===== config.mk =====
export PLATFORM = sky130hd
export DESIGN_NAME = mem_access_unit
export DESIGN_NICKNAME = d
export VERILOG_FILES = /design/src/rtl/mem_access_unit.sv
export SDC_FILE = /design/constraint.sdc
export NUM_CORES = 1
export LEC_CHECK = 0
export CAP_MARGIN = 25
export CORE_ASPECT_RATIO = 1.4
export CORE_MARGIN = 2
export CORE_UTILIZATION = 33
export CTS_CLUSTER_SIZE = 12
export DETAILED_ROUTE_END_ITERATION = 10
export HOLD_SLACK_MARGIN = 0.08
export MAX_ROUTING_LAYER = met4
export PLACE_DENSITY = 0.85
export SETUP_SLACK_MARGIN = 0.02
export SKIP_LAST_GASP = 1
export SLEW_MARGIN = 10
export SYNTH_ARGS = -nofsm -noshare
export SYNTH_HDL_FRONTEND = slang
export SYNTH_SLANG_ARGS = --single-unit

===== constraint.sdc =====
create_clock -name clk -period 2.7 [get_ports clk]
set_input_delay 0.27 -clock clk [delete_from_list [all_inputs] [get_ports clk]]
set_output_delay 0.27 -clock clk [all_outputs]
set_load 0.01 [all_outputs]

===== src/rtl/mem_access_unit.sv =====
// Load/store front end between the ALU and the word-only data memory dm.
// Define MAU_SUBWORD_EN to build byte/half loads and read-modify-write sub-word stores.
module mem_access_unit #(
    parameter int DM_WORDS = 1024
) (
    input  logic        clk,
    input  logic        rst,
    input  logic [31:0] result,
    input  logic [31:0] WriteData,
    input  logic        MemRead,
    input  logic        MemWrite,
    input  logic [1:0]  size,
    input  logic        ld_unsigned,
    input  logic [31:0] dm_rdata,
    output logic [31:0] dm_addr,
    output logic [31:0] dm_wdata,
    output logic        dm_we,
    output logic        dm_re,
    output logic [31:0] load_data,
    output logic        stall,
    output logic        mem_err,
    output logic [31:0] err_addr
);
    typedef enum logic [1:0] {S_IDLE = 2'd0, S_LD = 2'd1, S_RMW = 2'd2} state_e;

    localparam logic [1:0]  SZ_BYTE  = 2'b00;
    localparam logic [1:0]  SZ_HALF  = 2'b01;
    localparam logic [1:0]  SZ_WORD  = 2'b10;
    localparam logic [1:0]  SZ_BAD   = 2'b11;
    localparam logic [31:0] DM_LIMIT = DM_WORDS;

    state_e      state_q, state_d;
    logic [31:0] hold_q, hold_d;
    logic [31:0] err_addr_q, err_addr_d;
    logic [31:0] word_idx;
    logic [31:0] ld_value;
    logic        req, reject;
    logic        we_c, re_c, stall_c, err_c;

    assign word_idx = {2'b00, result[31:2]};
    assign dm_addr  = word_idx;
    assign req      = MemRead | MemWrite;

`ifdef MAU_SUBWORD_EN
    logic [7:0]  lane_b;
    logic [15:0] lane_h;
    logic [31:0] st_merged;
    logic        sub_access;

    assign lane_b     = dm_rdata[{result[1:0], 3'b000} +: 8];
    assign lane_h     = dm_rdata[{result[1], 4'b0000} +: 16];
    assign sub_access = (size == SZ_BYTE) || (size == SZ_HALF);
    assign reject     = (MemRead && MemWrite) || (size == SZ_BAD)
                     || (size == SZ_HALF && result[0])
                     || (size == SZ_WORD && result[1:0] != 2'b00)
                     || (word_idx >= DM_LIMIT);

    always_comb begin
        ld_value = dm_rdata;
        case (size)
            SZ_BYTE: ld_value = ld_unsigned ? {24'd0, lane_b} : {{24{lane_b[7]}}, lane_b};
            SZ_HALF: ld_value = ld_unsigned ? {16'd0, lane_h} : {{16{lane_h[15]}}, lane_h};
            default: ld_value = dm_rdata;
        endcase
    end

    always_comb begin
        st_merged = dm_rdata;
        if (size == SZ_BYTE) begin
            st_merged[{result[1:0], 3'b000} +: 8] = WriteData[7:0];
        end else if (size == SZ_HALF) begin
            st_merged[{result[1], 4'b0000} +: 16] = WriteData[15:0];
        end
    end
`else
    logic unused_cfg;

    // Without sub-word support every access is a word access.
    assign unused_cfg = ^{size, ld_unsigned};
    assign reject     = (MemRead && MemWrite) || (result[1:0] != 2'b00)
                     || (word_idx >= DM_LIMIT);
    assign ld_value   = dm_rdata;
`endif

    // NOTE: every output and next-state value gets a default first, so no latches are inferred.
    always_comb begin
        state_d    = state_q;
        hold_d     = hold_q;
        err_addr_d = err_addr_q;
        we_c       = 1'b0;
        re_c       = 1'b0;
        stall_c    = 1'b0;
        err_c      = 1'b0;
        dm_wdata   = WriteData;
        load_data  = hold_q;
        case (state_q)
            S_IDLE: begin
                if (req) begin
                    if (reject) begin
                        err_c      = 1'b1;
                        err_addr_d = result;
                    end else if (MemRead) begin
                        re_c    = 1'b1;
                        stall_c = 1'b1;
                        state_d = S_LD;
`ifdef MAU_SUBWORD_EN
                    end else if (sub_access) begin
                        re_c    = 1'b1;
                        stall_c = 1'b1;
                        state_d = S_RMW;
`endif
                    end else begin
                        we_c = 1'b1;
                    end
                end
            end
            S_LD: begin
                load_data = ld_value;
                hold_d    = ld_value;
                state_d   = S_IDLE;
            end
`ifdef MAU_SUBWORD_EN
            S_RMW: begin
                dm_wdata = st_merged;
                we_c     = 1'b1;
                state_d  = S_IDLE;
            end
`endif
            default: state_d = S_IDLE;
        endcase
    end

    // Strobes are forced low while reset is held, even though IDLE decodes live inputs.
    assign dm_we   = we_c & ~rst;
    assign dm_re   = re_c & ~rst;
    assign stall   = stall_c & ~rst;
    assign mem_err = err_c & ~rst;
    assign err_addr = err_addr_q;

    // NOTE: state registers use non-blocking assignments so all flops update from pre-edge values.
    always_ff @(posedge clk or posedge rst) begin
        if (rst) begin
            state_q    <= S_IDLE;
            hold_q     <= '0;
            err_addr_q <= '0;
        end else begin
            state_q    <= state_d;
            hold_q     <= hold_d;
            err_addr_q <= err_addr_d;
        end
    end
endmodule


# Word-level counts from Yosys, hierarchy flattened
# Index checks and enable logic that the tools add are counted.
# W data, S select, Z words.
# totals
register_bits	66
output_inout_bits	132
word_cells	36
# op_classes
n_lt_le_gt_ge	1
n_eq_ne	4
mux	16
bitwise_logic	5
reduce_logical	7
# ops
op	n
$mux W32	1
$ge A30 B11 Y1 const B	1
$mux W1	11
$mux W2	4
$ne A2 B2 Y1 const B	3
$reduce_and A3 Y1	2
$and A1 B1 Y1	3
$eq A2 B1 Y1 const B	1
$logic_not A2 Y1	1
$logic_or A1 B1 Y1	2
$reduce_bool A2 Y1	1
$logic_and A1 B1 Y1	1
$not A1 Y1	1
$or A1 B1 Y1	1

# Depth between registers and ports, before layout
# logic_depth
word_depth	7
ltp_mapped	5
depth_no_buf	4

# Least setup slack after synthesis
# OpenSTA, ideal clock, no wires.
# synth_timing
path_type	in2out
startpoint	in rst
endpoint	out mem_err
t_arrival_ns	2.026
t_required_ns	2.430
setup_slack_ns	0.404
path_stages	2
n_path_buf	0
cell_sequence	inv_1 > and3_1
# synth_via
elab_chain_cells	2
# synth_rtl
element	line	source
start, declared	7	input logic rst,
$not A1 Y1	137	assign mem_err = err_c & ~rst;
$and A1 B1 Y1	137	
end, declared	21	output logic mem_err,
# No other way between the ends.

# Worst setup path in the final report
# layout_timing
startpoint	in result[23]
endpoint	out stall
# layout_via
elab_chain_cells	6
# layout_rtl
element	line	source
start, declared	8	input logic [31:0] result,
$ge A30 B11 Y1	81	|| (word_idx >= DM_LIMIT);
$logic_or A1 B1 Y1	81	
$mux W1	99	if (reject) begin
$mux W1	98	if (req) begin
$mux W1	96	case (state_q)
$and A1 B1 Y1	136	assign stall = stall_c & ~rst;
end, declared	20	output logic stall,
# No other way between the ends.

==> run summary <==
DRC violations left - 0
Met2 WL post-DR - 4.00 mm
Clk sinks - 65
Final setup violation count - 0
Vias per cell - 4.65
Pin count of the biggest net entering global routing - 66
DRT Pass-1 Iters - 4
Count of pins over their slew limit - 0
P_leak - 2.08 nW
CTS buffer count - 9
First-pass GRT wire length - 11.7 mm
Post-synthesis cell area - 0.00300 mm^2
Peak supply drop - 0.360 mV
Hpwl dp - 5.91 mm
Crit-path cells - clkdlybuf4s50_1 > nor4_2 > buf_4 > nand4_1 > or2_4 > nor4b_2 > dlygate4sd2_1
Compound-Gate Fraction of Synth Area - 2.55%
Post-layout min period - 2.49 ns
DP Worst Slack - -0.504 ns
Nets - 456
Final worst slack - 0.212 ns
Final ANT Viol Nets - 0
Total negative slack - 0 ns
Port bufs - 165
Crit-path slowest cell - clkdlybuf4s50_1
Simple-Gate Fraction of Synth Area - 3.13%
DR iter-0 viols - 30
Least-Margin Pin Slew - 0.809 ns
Mapped Cells - 219
Antenna diodes - 0
WP data required - 2.43 ns
YS warnings - 0
Largest family of logic cells by synthesized area - multiplexers
Max-cap violation count - 0
Clk Latency, worst-skew pair - 0.32 ns
Status - completed
GRT overflow - 0
Final-layout fill cell count - 767
Total global-route track usage - 16.1%
Clock skew - 0.00327 ns
Critical Path Fanout Max - 3
Placer Congestion - 0.748
Met3 wire length - 612 um
Post-Synth Adder-Cell Area - 0%
Vias in the first global route - 2302
Multi-input gate area - 873 um^2
Wire length per cell - 16.6 um
Clock Path Buffers - 2
Worst hold path class - reg2reg
Core area - 0.00893 mm^2
Critical path buffers and inverters - 3
DIE WIDTH - 84.5 um
Post-synth cell types - 20
WL final - 7.68 mm
Seq. cell area - 0.00163 mm^2
Area growth syn-to-layout - 59.1%
Commonest non-fill, non-tap cells in the layout - 160 x clkdlybuf4s50_1, 65 x dfrtp_1, 58 x mux2_2
DRT met1 WL - 2.60 mm
Maximum clock rate - 402 MHz
Mean area per synthesized cell - 13.7 um^2
Initial antenna violation count - 0
Max stage delay on crit path - 0.45 ns
Layout cells sized above 1 - 30.8%
FP Rows - 41
Top Layer Used - met4
#FFs+latches synth - 65
Multiplexer share of the synthesized area - 21.8%
Arr. time, crit path - 2.22 ns
Critical setup path kind - in2out
Starting Density - 33.6%
Die area - 0.00987 mm^2
Endpoint type of the worst setup path - primary output
CTS tree - yes
Hold violation count in the final report - 0
Power per cell area - 514 mW/mm^2
Rel. slew slack - 46.1%
Via Count - 2158
Die Ht - 117 um
Startpoint Class - input pin
Post-synthesis xor/xnor area fraction - 0%
Crit path max-delay family - simple AND/OR/NAND/NOR gates
RSZ-0062 raised after global routing - false
H-tree depth - 3
Tcrit/Tclk final - 92.2%
Clock transition at path regs - 0.05 ns
Most common cell after layout, fill and taps aside - clkdlybuf4s50_1
CTS Root Cell - clkbuf_16
# IOs - 235
Sequential share of the synthesized area - 54.3%
power by group:
group | switching (mW) | internal [mW] | total (mW) | leakage [nW]
combinational | 0.138 | 0.251 | 0.389 | 1.12
clock | 0.412 | 0.613 | 1.03 | 0.124
sequential | 0.0197 | 1.02 | 1.04 | 0.836
total | 0.570 | 1.88 | 2.45 | 2.08
timing repair:
item,CTS,global route
buffers inserted,1,0
resized for setup,9,3
pin swaps,2,0
hold buffers,0,0
setup endpoints to repair,4,1
worst register-to-register path, stage by stage, from the launching register on:
cell and delay, ns:
dfrtp_1 0.42, nor2_4 0.06, buf_4 0.16, o21ai_4 0.06
buf_4 0.26, mux2_2 0.38
final cells by class:
cell class	instances	share of cell area [%]
Clock inverter	5	0.709
Timing Repair Buffer	194	39.2
Inverter	1	0.0787
Tap cell	107	2.81
Multi-Input combinational cell	82	18.3
Clock buffer	10	4.80
Sequential cell	65	34.1
stage by stage:
stage                     hold slack (ns)  std cells  utilization, %  cell area (um^2)  total power [mW]
after floorplan                     0.410        220               -              3000              1.24
after global placement              0.480        448            49.9              4460              1.43
after detailed placement            0.483        448            49.9              4460              1.44
after CTS                           0.498        464            53.3              4760              2.49
after global routing                0.508        464            53.4              4770              2.56
final                               0.494        464            53.4              4770              2.45
per-layer routing:
layer  track usage (%)  vias up
met2              26.3      121
met3              3.67       55
li1                  -      952
met1              16.3     1030
met5                 -        -
met4              13.4        0
synth_stat cells:
cell type,count,area [um^2]
a22o_1,6,52.6
conb_1,1,3.75
nor4_1,5,31.3
nor2_1,1,3.75
nor3b_1,1,7.51
a211oi_1,1,7.51
dfrtp_1,65,1630
or2_1,1,6.26
mux2_2,58,653
buf_6,3,33.8
nor4b_1,2,17.5
and3_1,1,6.26
nand2_1,1,3.75
buf_4,65,488
o21ai_4,1,16.3
buf_1,3,11.3
nand4_1,1,6.26
nor2_4,1,11.3
buf_2,1,5.00
inv_1,1,3.75
cell families (layout without fill, tap and decap cells):
logic type	count (synthesis)	after routing
mux	58	58
compound gates	8	8
other cells	1	2
flops	65	65
simple gates	14	14
buf+inv	73	210
final timing paths:
check	startpoint	end	slack [ns]	depth (start not counted)
max	result[23]	stall	0.21	7
min	hold_q[21]	hold_q[21]	0.49	1
max reg2reg	state_q[0]	err_addr[8]	1.23	5
min reg2reg	hold_q[21]	hold_q[21]	0.49	1
max in group asynchronous	rst	err_addr[18]	1.57	3
min in group asynchronous	rst	hold_q[31]	0.61	3
registers in the layout (all words and copies together), names as in the netlist:
signal    count
state_q       1
hold_q       32
err_addr     32
(Power assumes the default switching activity.)
